==> src/rtl/mesh_ingress_injector.sv <==
`default_nettype none
// ============================================================================
// Module      : mesh_ingress_injector
// Description : Pops tagged words from the scratchpad ingress FIFOs, drops
//               words whose packet ID does not match (when filtering), holds
//               accepted words in a 2-entry skid buffer per port and injects
//               them into the edge PE links over valid/ready. Reports done
//               once every port has delivered its programmed word count.
// Revision    : 1.0 - initial release
// ============================================================================
module mesh_ingress_injector #(
    parameter int NUM_INGRESS_PE = 2,
    parameter int FIFO_WIDTH     = 36,
    parameter int DBUS_WIDTH     = 32,
    parameter int BANK_SIZE      = 512,
    parameter int DROP_CW        = 8
) (
    input  logic                                 clk,
    input  logic                                 rst,
    input  logic                                 start,
    input  logic [$clog2(BANK_SIZE):0]           cfg_num_words,
    input  logic                                 cfg_filter_en,
    input  logic [3:0]                           cfg_pkt_id,
    output logic [NUM_INGRESS_PE-1:0]            ingress_fifo_dequeue,
    input  logic [NUM_INGRESS_PE*FIFO_WIDTH-1:0] ingress_fifo_rdata,
    input  logic [NUM_INGRESS_PE-1:0]            ingress_fifo_empty,
    output logic [NUM_INGRESS_PE-1:0]            pe_valid,
    output logic [NUM_INGRESS_PE*DBUS_WIDTH-1:0] pe_data,
    input  logic [NUM_INGRESS_PE-1:0]            pe_ready,
    output logic [NUM_INGRESS_PE*DROP_CW-1:0]    drop_count,
    output logic                                 busy,
    output logic                                 done
);

    localparam int c_CW = $clog2(BANK_SIZE) + 1;

    typedef enum logic [1:0] {
        S_IDLE  = 2'd0,
        S_RUN   = 2'd1,
        S_DRAIN = 2'd2,
        S_DONE  = 2'd3
    } state_t;

    state_t            r_state;
    state_t            w_state_nxt;
    logic [c_CW-1:0]   r_target;
    logic              r_filter_en;
    logic [3:0]        r_pkt_id;
    logic              w_start_ok;
    logic              w_arm;
    logic              w_in_run;
    logic [NUM_INGRESS_PE-1:0] w_port_met;
    logic [NUM_INGRESS_PE-1:0] w_buf_empty;

    assign w_in_run = (r_state == S_RUN);

    // State register
    always_ff @(posedge clk) begin
        if (rst) begin
            r_state <= S_IDLE;
        end else begin
            r_state <= w_state_nxt;
        end
    end

    // Configuration is captured on any accepted start, including zero-length runs
    always_ff @(posedge clk) begin
        if (rst) begin
            r_target    <= '0;
            r_filter_en <= 1'b0;
            r_pkt_id    <= '0;
        end else if (w_start_ok) begin
            r_target    <= cfg_num_words;
            r_filter_en <= cfg_filter_en;
            r_pkt_id    <= cfg_pkt_id;
        end
    end

    // Next-state and status decode; status is forced low while reset is held
    always_comb begin
        w_state_nxt = r_state;
        w_start_ok  = 1'b0;
        w_arm       = 1'b0;
        busy        = 1'b0;
        done        = 1'b0;
        case (r_state)
            S_IDLE, S_DONE: begin
                done = (r_state == S_DONE) && !rst;
                if (start) begin
                    w_start_ok = 1'b1;
                    if (cfg_num_words != '0) begin
                        w_arm       = 1'b1;
                        w_state_nxt = S_RUN;
                    end else begin
                        w_state_nxt = S_DONE;
                    end
                end
            end
            S_RUN: begin
                busy = !rst;
                if (&w_port_met) begin
                    w_state_nxt = S_DRAIN;
                end
            end
            S_DRAIN: begin
                busy = !rst;
                // Dequeues only happen in RUN, so no push can be pending here
                if (&w_buf_empty) begin
                    w_state_nxt = S_DONE;
                end
            end
            default: begin
                w_state_nxt = S_IDLE;
            end
        endcase
    end

    genvar gi;
    generate
        for (gi = 0; gi < NUM_INGRESS_PE; gi++) begin : g_port
            localparam logic [c_CW-1:0]    c_ACC_ONE  = 1;
            localparam logic [DROP_CW-1:0] c_DROP_ONE = 1;
            localparam logic [DROP_CW-1:0] c_DROP_MAX = '1;

            logic [c_CW-1:0]       r_acc_cnt;
            logic [DROP_CW-1:0]    r_drop_cnt;
            logic [1:0]            r_buf_cnt;
            logic [DBUS_WIDTH-1:0] r_slot0;
            logic [DBUS_WIDTH-1:0] r_slot1;
            logic [FIFO_WIDTH-1:0] w_word;
            logic [DBUS_WIDTH-1:0] w_payload;
            logic                  w_deq;
            logic                  w_drop;
            logic                  w_push;
            logic                  w_pop;

            assign w_word    = ingress_fifo_rdata[gi*FIFO_WIDTH +: FIFO_WIDTH];
            assign w_payload = w_word[DBUS_WIDTH-1:0];
            // No bypass: a full buffer blocks the pop even if the PE is ready
            assign w_deq     = !rst && w_in_run && !ingress_fifo_empty[gi] &&
                               (r_buf_cnt < 2'd2) && (r_acc_cnt < r_target);
            assign w_drop    = w_deq && r_filter_en &&
                               (w_word[FIFO_WIDTH-1 -: 4] != r_pkt_id);
            assign w_push    = w_deq && !w_drop;
            assign w_pop     = (r_buf_cnt != 2'd0) && pe_ready[gi];

            assign ingress_fifo_dequeue[gi]              = w_deq;
            assign pe_valid[gi]                          = !rst && (r_buf_cnt != 2'd0);
            assign pe_data[gi*DBUS_WIDTH +: DBUS_WIDTH]  = r_slot0;
            assign drop_count[gi*DROP_CW +: DROP_CW]     = r_drop_cnt;
            assign w_port_met[gi]                        = (r_acc_cnt == r_target);
            assign w_buf_empty[gi]                       = (r_buf_cnt == 2'd0);

            // Accept and drop counters, cleared when a non-empty run is armed
            always_ff @(posedge clk) begin
                if (rst || w_arm) begin
                    r_acc_cnt  <= '0;
                    r_drop_cnt <= '0;
                end else begin
                    if (w_push) begin
                        r_acc_cnt <= r_acc_cnt + c_ACC_ONE;
                    end
                    if (w_drop && (r_drop_cnt != c_DROP_MAX)) begin
                        r_drop_cnt <= r_drop_cnt + c_DROP_ONE;
                    end
                end
            end

            // Two-entry skid buffer; slot0 is always the head presented to the PE
            always_ff @(posedge clk) begin
                if (rst) begin
                    r_buf_cnt <= 2'd0;
                    r_slot0   <= '0;
                    r_slot1   <= '0;
                end else begin
                    case ({w_push, w_pop})
                        2'b10: begin
                            if (r_buf_cnt == 2'd0) begin
                                r_slot0 <= w_payload;
                            end else begin
                                r_slot1 <= w_payload;
                            end
                            r_buf_cnt <= r_buf_cnt + 2'd1;
                        end
                        2'b01: begin
                            r_slot0   <= r_slot1;
                            r_buf_cnt <= r_buf_cnt - 2'd1;
                        end
                        2'b11: begin
                            // Push only happens below full, so occupancy is 1 here
                            r_slot0 <= w_payload;
                        end
                        default: begin
                        end
                    endcase
                end
            end
        end
    endgenerate

endmodule
`default_nettype wire

==> config.mk <==
export PLATFORM = sky130hd
export DESIGN_NAME = mesh_ingress_injector
export DESIGN_NICKNAME = d
export VERILOG_FILES = /design/src/rtl/mesh_ingress_injector.sv
export SDC_FILE = /design/constraint.sdc
export NUM_CORES = 1
export LEC_CHECK = 0
export ABC_CLOCK_PERIOD_IN_PS = 3700
export BUFFER_PORTS_ARGS = -buffer_cell sky130_fd_sc_hd__buf_4
export CORE_MARGIN = 2
export CORE_UTILIZATION = 55
export DETAILED_ROUTE_END_ITERATION = 7
export PLACE_DENSITY = 0.89
export SLEW_MARGIN = 20
export SYNTH_ARGS = -nofsm -noshare
export SYNTH_HDL_FRONTEND = slang
export SYNTH_SLANG_ARGS = --single-unit
==> constraint.sdc <==
create_clock -name clk -period 3.7 [get_ports clk]
set_input_delay 0.555 -clock clk [delete_from_list [all_inputs] [get_ports clk]]
set_output_delay 0.555 -clock clk [all_outputs]
set_load 0.02 [all_outputs]
# ---- Word level (Yosys, flattened, before mapping)
# Cells that the tools add are included.
dict set report classes {
  add_sub_neg 8
  order_cmp 4
  eq_ne 20
  muxes 18
  bitwise_logic 2
  reduce_logical 45
}
# operator n
set ops {}
lappend ops {{32-bit case mux with 3 select lines} 2}
lappend ops {{32-bit 2-to-1 mux} 2}
lappend ops {{10-bit by 1-bit adder with 10-bit output (second input constant)} 2}
lappend ops {{10-bit == test} 2}
lappend ops {{1-bit logical AND} 20}
lappend ops {{10-bit < comparator} 2}
lappend ops {{8-bit by 1-bit adder with 8-bit output (second input constant)} 2}
lappend ops {{8-bit inequality test (second input constant)} 2}
lappend ops {{2-bit == test (second input constant)} 6}
lappend ops {{2-bit AND reduction} 6}
lappend ops {{10-bit nonzero test} 1}
lappend ops {{2-bit 2-to-1 mux} 4}
lappend ops {{2-bit inequality test (second input constant)} 4}
lappend ops {{4-bit inequality test} 2}
lappend ops {{2-bit case mux with 2 select lines} 2}
lappend ops {{2-bit nonzero test} 4}
lappend ops {{1-bit 2-to-1 mux} 7}
lappend ops {{2-bit by 1-bit == test with 1-bit output (second input constant)} 3}
lappend ops {{2-bit logical NOT} 3}
lappend ops {{2-bit case mux with 3 select lines} 1}
lappend ops {{3-bit nonzero test} 2}
lappend ops {{1-bit logical NOT} 5}
lappend ops {{2-bit by 1-bit adder with 2-bit output (second input constant)} 2}
lappend ops {{2-bit < comparator (second input constant)} 2}
lappend ops {{other kinds (6)} 9}
dict set report totals {
  reg_bits 185
  output_inout_bits 86
  elab_cells 111
}

# ---- Depth between registers and ports, before layout
dict set report logic_depth {
  depth_word 12
  depth_mapped 14
}

# ---- Worst setup path after synthesis
# OpenSTA, ideal clock, no wires.
dict set report synth_timing {
  path_kind {reg-to-reg}
  from {reg r_target[9]}
  to {reg g_port[0].r_slot0[10]}
  setup_time_ns 0.134
  t_arrival_ns 2.796
  slack_ns 0.770
  path_stages_with_launch 13
  period_less_slack_ns 2.930
  cell_sequence {dfxtp_1 -> inv_1 -> ha_1 -> nand4_1 -> a211o_1 -> o2111ai_1 -> buf_2 -> clkbuf_1 -> ha_1 -> clkbuf_1 -> clkbuf_1 -> mux2i_1 -> a211oi_1}
}
dict set report synth_between {
  elab_chain_cells 9
  elab_cells_between_ends 13
  cone_classes {order compare: 1; eq/ne: 4; mux: 1; reduce/logical: 7}
}
# element line
set synth_rtl {}
lappend synth_rtl {{start, declared} 46} ;# logic [c_CW-1:0] r_target;
lappend synth_rtl {{start signal, assigned} 73} ;# r_target <= cfg_num_words;
lappend synth_rtl {{10-bit < comparator *} 141} ;# (r_buf_cnt < 2'd2) && (r_acc_cnt < r_target);
lappend synth_rtl {{1-bit logical AND *} 141}
lappend synth_rtl {{1-bit logical AND (2 in series)} 142} ;# assign w_drop = w_deq && r_filter_en &&
lappend synth_rtl {{1-bit logical NOT} 144} ;# assign w_push = w_deq && !w_drop;
lappend synth_rtl {{1-bit logical AND *} 144}
lappend synth_rtl {{2-bit == test / 2-bit by 1-bit == test with 1-bit output (equally long branches)} 176} ;# case ({w_push, w_pop})
lappend synth_rtl {{2-bit inequality test (no line) / 3-bit nonzero test (equally long branches)} -}
lappend synth_rtl {{2-bit AND reduction (no line)} -}
lappend synth_rtl {{end signal, assigned} 179} ;# r_slot0 <= w_payload;
lappend synth_rtl {{end signal, assigned} 186} ;# r_slot0 <= r_slot1;
lappend synth_rtl {{end signal, assigned} 191} ;# r_slot0 <= w_payload;
lappend synth_rtl {{end, declared} 128} ;# logic [DBUS_WIDTH-1:0] r_slot0;
# Mark *: on every way between the ends. The rest lies on a longest branch, timed or not.
# A chain may end at the register's enable or synchronous reset.

# ---- Worst setup path after layout
dict set report layout_timing {
  from {reg r_target[9]}
  to {out ingress_fifo_dequeue[0]}
}
dict set report layout_between {
  elab_chain_cells 2
}
# element line
set layout_rtl {}
lappend layout_rtl {{10-bit < comparator} 141}
lappend layout_rtl {{1-bit logical AND} 141}
lappend layout_rtl {{end, declared} 24} ;# output logic [NUM_INGRESS_PE-1:0] ingress_fifo_dequeue,
# No other way between the ends.

==> summary.txt <==
Outcome
  • Outcome: finished, final reports clean

Timing
  • Final hold violation count: 0
  • Unrepaired setup endpoints after global routing: false
  • Worst slew pin tran: 1.054 ns
  • Worst rel slew slack: 29.74%
  • Fin crit share: 86.70%
  • Setup violations, final: 0
  • Fmax achieved: 311.7 MHz
  • Final Slew Violations: 0
  • PnR worst setup slack: 0.4919 ns
  • Crit path time final: 3.208 ns
  • Hold Slack: 0.3786 ns
  • Setup_tns: 0 ns
  • Clk_skew: 0.009427 ns

Clock tree
  • CTS sink cnt: 185
  • Hold-fix buffers, CTS: 0
  • Inserted Clock Buffers: 17
  • H-tree levels: 4
  • CTS root buffer: clkbuf_16
  • Clock tree from TritonCTS: yes
  • Clock Path Buffers: 2
  • Worst-Skew Late Latency: 0.43 ns
  • CTS clk-pin slew, worst paths: 0.07 ns
  • Post-CTS setup buffer count: 0
  • Post-CTS Resized: 0

Floorplanning
  • Chip width: 129.0 µm
  • Die height: 129.0 µm
  • Area of the die: 16630 µm²
  • IO Pins: 180
  • Core ar.: 15260 µm²
  • Starting density of the core: 56.29%
  • Core Rows: 45

Drt
  • DR vias: 8007
  • Met1 wire length: 9.277 mm
  • DR DRC count: 0
  • Routed vias/inst: 5.931
  • Routed WL: 22.83 mm
  • Post-route ant nets: 0
  • Uppermost layer routed: met4
  • Routed WL per cell: 16.91 µm
  • Met3 WL: 1.958 mm
  • Metal2 WL: 10.96 mm
  • 1st-iter DRT viols: 588
  • Drt first pass iters: 5

Logic synthesis
  • Largest area contributor in the synthesized netlist: dfxtp_1
  • Count leader, synth: dfxtp_1
  • Post-Synth Adder-Cell Area: 4.661%
  • Synthesized-area fraction occupied by xor and xnor cells: 1.428%
  • Post-synth EDFFs: 0
  • Top_reg_cell synth: dfxtp_1
  • Mean area per synthesized cell: 8.676 µm²
  • Post-synthesis simple-gate area fraction: 14.48%
  • Yosys Warn Count: 0
  • Synth top area cells: dfxtp_1 (43%), a211oi_1 (11%), mux2i_1 (7.8%)
  • Synth Area in Compound Gates: 23.32%
  • #FFs+latches synth: 185
  • Mapped Area: 8589 µm²
  • Post-synth top cells: dfxtp_1 (185), nand2_1 (178), a211oi_1 (128)
  • Ys async rst share: 0%
  • Syn Nets: 1116
  • Mapped Cells: 990
  • Post-synth top area share: 43.12%
  • Part of the Yosys area used for sequential elements: 43.12%
  • Synth unique cells: 44
  • Largest family of logic cells by synthesized area: compound AO/OA/AOI/OAI gates
  • Mux contribution to synthesized area: 7.939%

Setup path
  • R2R cell count: 9
  • Reg-to-reg setup timing slack: 0.66 ns
  • Worst EP required: 3.14 ns
  • FF-to-FF End: g_port[1].r_buf_cnt[1]$_SDFFE_PP0P_
  • CP Launch Point: r_target[9]$_SDFFE_PP0P_
  • Reg2Reg Launch Point: r_target[9]$_SDFFE_PP0P_
  • Worst Path Arrival: 2.65 ns
  • Crit end category: output pin
  • CP Class: reg -> out
  • Critical Path Fanout Max: 13
  • Crit start category: register

Global routing
  • Pin count of the biggest net entering global routing: 91
  • Global-route wire length before repair: 36.84 mm
  • Vias in the first global route: 7585
  • Total global-route track usage: 27.64%
  • Gr ovfl total: 0
  • Initial antenna violation count: 0

Cells and area
  • Layout Nets: 1253
  • Number of diodes: 0
  • Share of layout cells above drive strength 1: 21.60%
  • Area Growth Syn to Fin: 23.54%
  • Final Non-Filler Cells: 1350

Power
  • Pwr dens: 596.4 nW/µm²
  • Lkg Pwr: 3.883 nW
  • VDD IR-drop max: 604.0 µV

Place
  • DP HPWL: 15.16 mm
  • Port-buffer cells: 179
  • Placed Instances: 1319
  • Pre-CTS WS: 0.6369 ns
  • GP Congestion: 0.8468

Min path
  • Worst hold-check path type: in -> reg
  • Hold_sp: cfg_pkt_id[0]
  • WHS Path Cells: 3
  • Hold Path End: r_pkt_id[0]$_SDFFE_PP0P_

Flow run
  • Max Cap Viol: 0
[sequential cells by signal (all words and copies together) (netlist names)]
| register | count |
|---|---|
| g_port.r_slot0 | 64 |
| r_state | 2 |
| g_port.r_drop_cnt | 16 |
| r_filter_en | 1 |
| g_port.r_buf_cnt | 4 |
| r_target | 10 |
| g_port.r_acc_cnt | 20 |
| g_port.r_slot1 | 64 |
| r_pkt_id | 4 |
[cells in the final DEF, fill, tap and decap left out, drive strengths merged, types with 3 or more instances in the layout]
cell	Yosys	final
buf	18	200
dfxtp	185	185
nand2	178	178
a211oi	128	128
a21oi	113	113
mux2i	67	67
ha	32	32
inv	25	26
or3	24	24
o21ai	20	20
nand3	19	19
clkbuf	64	19
nor2	15	15
o31ai	15	15
xor2	10	10
or4	10	10
clkinv	2	9
nand4	7	7
nor3	6	6
nor2b	6	6
o311ai	5	5
xnor2	4	4
and3	4	4
nand2b	3	3
a31oi	3	3
and2	3	3
[final cells by class]
type / instances / area (µm²)
clock buffer: 19 / 442.9
clock inverter: 12 / 126.4
fill: 1166 / 4647
inverter: 27 / 101.3
multi-input combinational: 696 / 4472
sequential: 185 / 3704
tap: 211 / 264.0
timing repair buffer: 200 / 1501
[per-layer routing]
metal  up-vias  GRT usage, %
met5         -             0
met4         0         10.23
met3        53         9.314
met2       298         46.03
met1      3807         33.29
li1       3849             -
[how the worst max path moves through the flow]
stage | endpoint
final | ingress_fifo_dequeue[0]
after global routing | g_port[1].r_buf_cnt[1]$_SDFFE_PP0P_
after CTS | ingress_fifo_dequeue[0]
after detailed placement | g_port[1].r_buf_cnt[1]$_SDFFE_PP0P_
after global placement | g_port[1].r_buf_cnt[1]$_SDFFE_PP0P_
after floorplan | g_port[0].r_slot0[10]$_SDFFE_PP0P_
[per-stage QoR]
| stage | utilization (%) | instance area, µm² | total power [W] |
|---|---|---|---|
| 6_report | 69.54 | 10610 | 0.006329 |
| 5_1_grt | 69.54 | 10610 | 0.006652 |
| 4_1_cts | 69.53 | 10610 | 0.006344 |
| 3_5_place_dp | 65.80 | 10040 | 0.004573 |
| 3_3_place_gp | 65.80 | 10040 | 0.004511 |
| 2_1_floorplan | - | 8589 | 0.003818 |
[worst max-delay path, stage by stage (launching register included)]
cell	delay (ns)
dfxtp_1	0.33
inv_1	0.07
ha_1	0.32
nand4_1	0.19
o211ai_1	0.87
inv_2	0.21
buf_4	0.24
[kinds of logic (layout without fill, tap and decap cells)]
family	count (synthesis)	after routing
compound gates	303	303
simple gates	279	279
flops	185	185
buf+inv	109	258
mux	68	68
fa+ha+maj	32	32
xor+xnor	14	14
[power breakdown]
| group | internal (W) | switching [W] |
|---|---|---|
| Sequential | 0.00225 | 0.000168 |
| Combinational | 0.000852 | 0.00130 |
| Clock | 0.00101 | 0.000759 |
| Total | 0.00410 | 0.00222 |
Power figures use the tool's default switching activity.
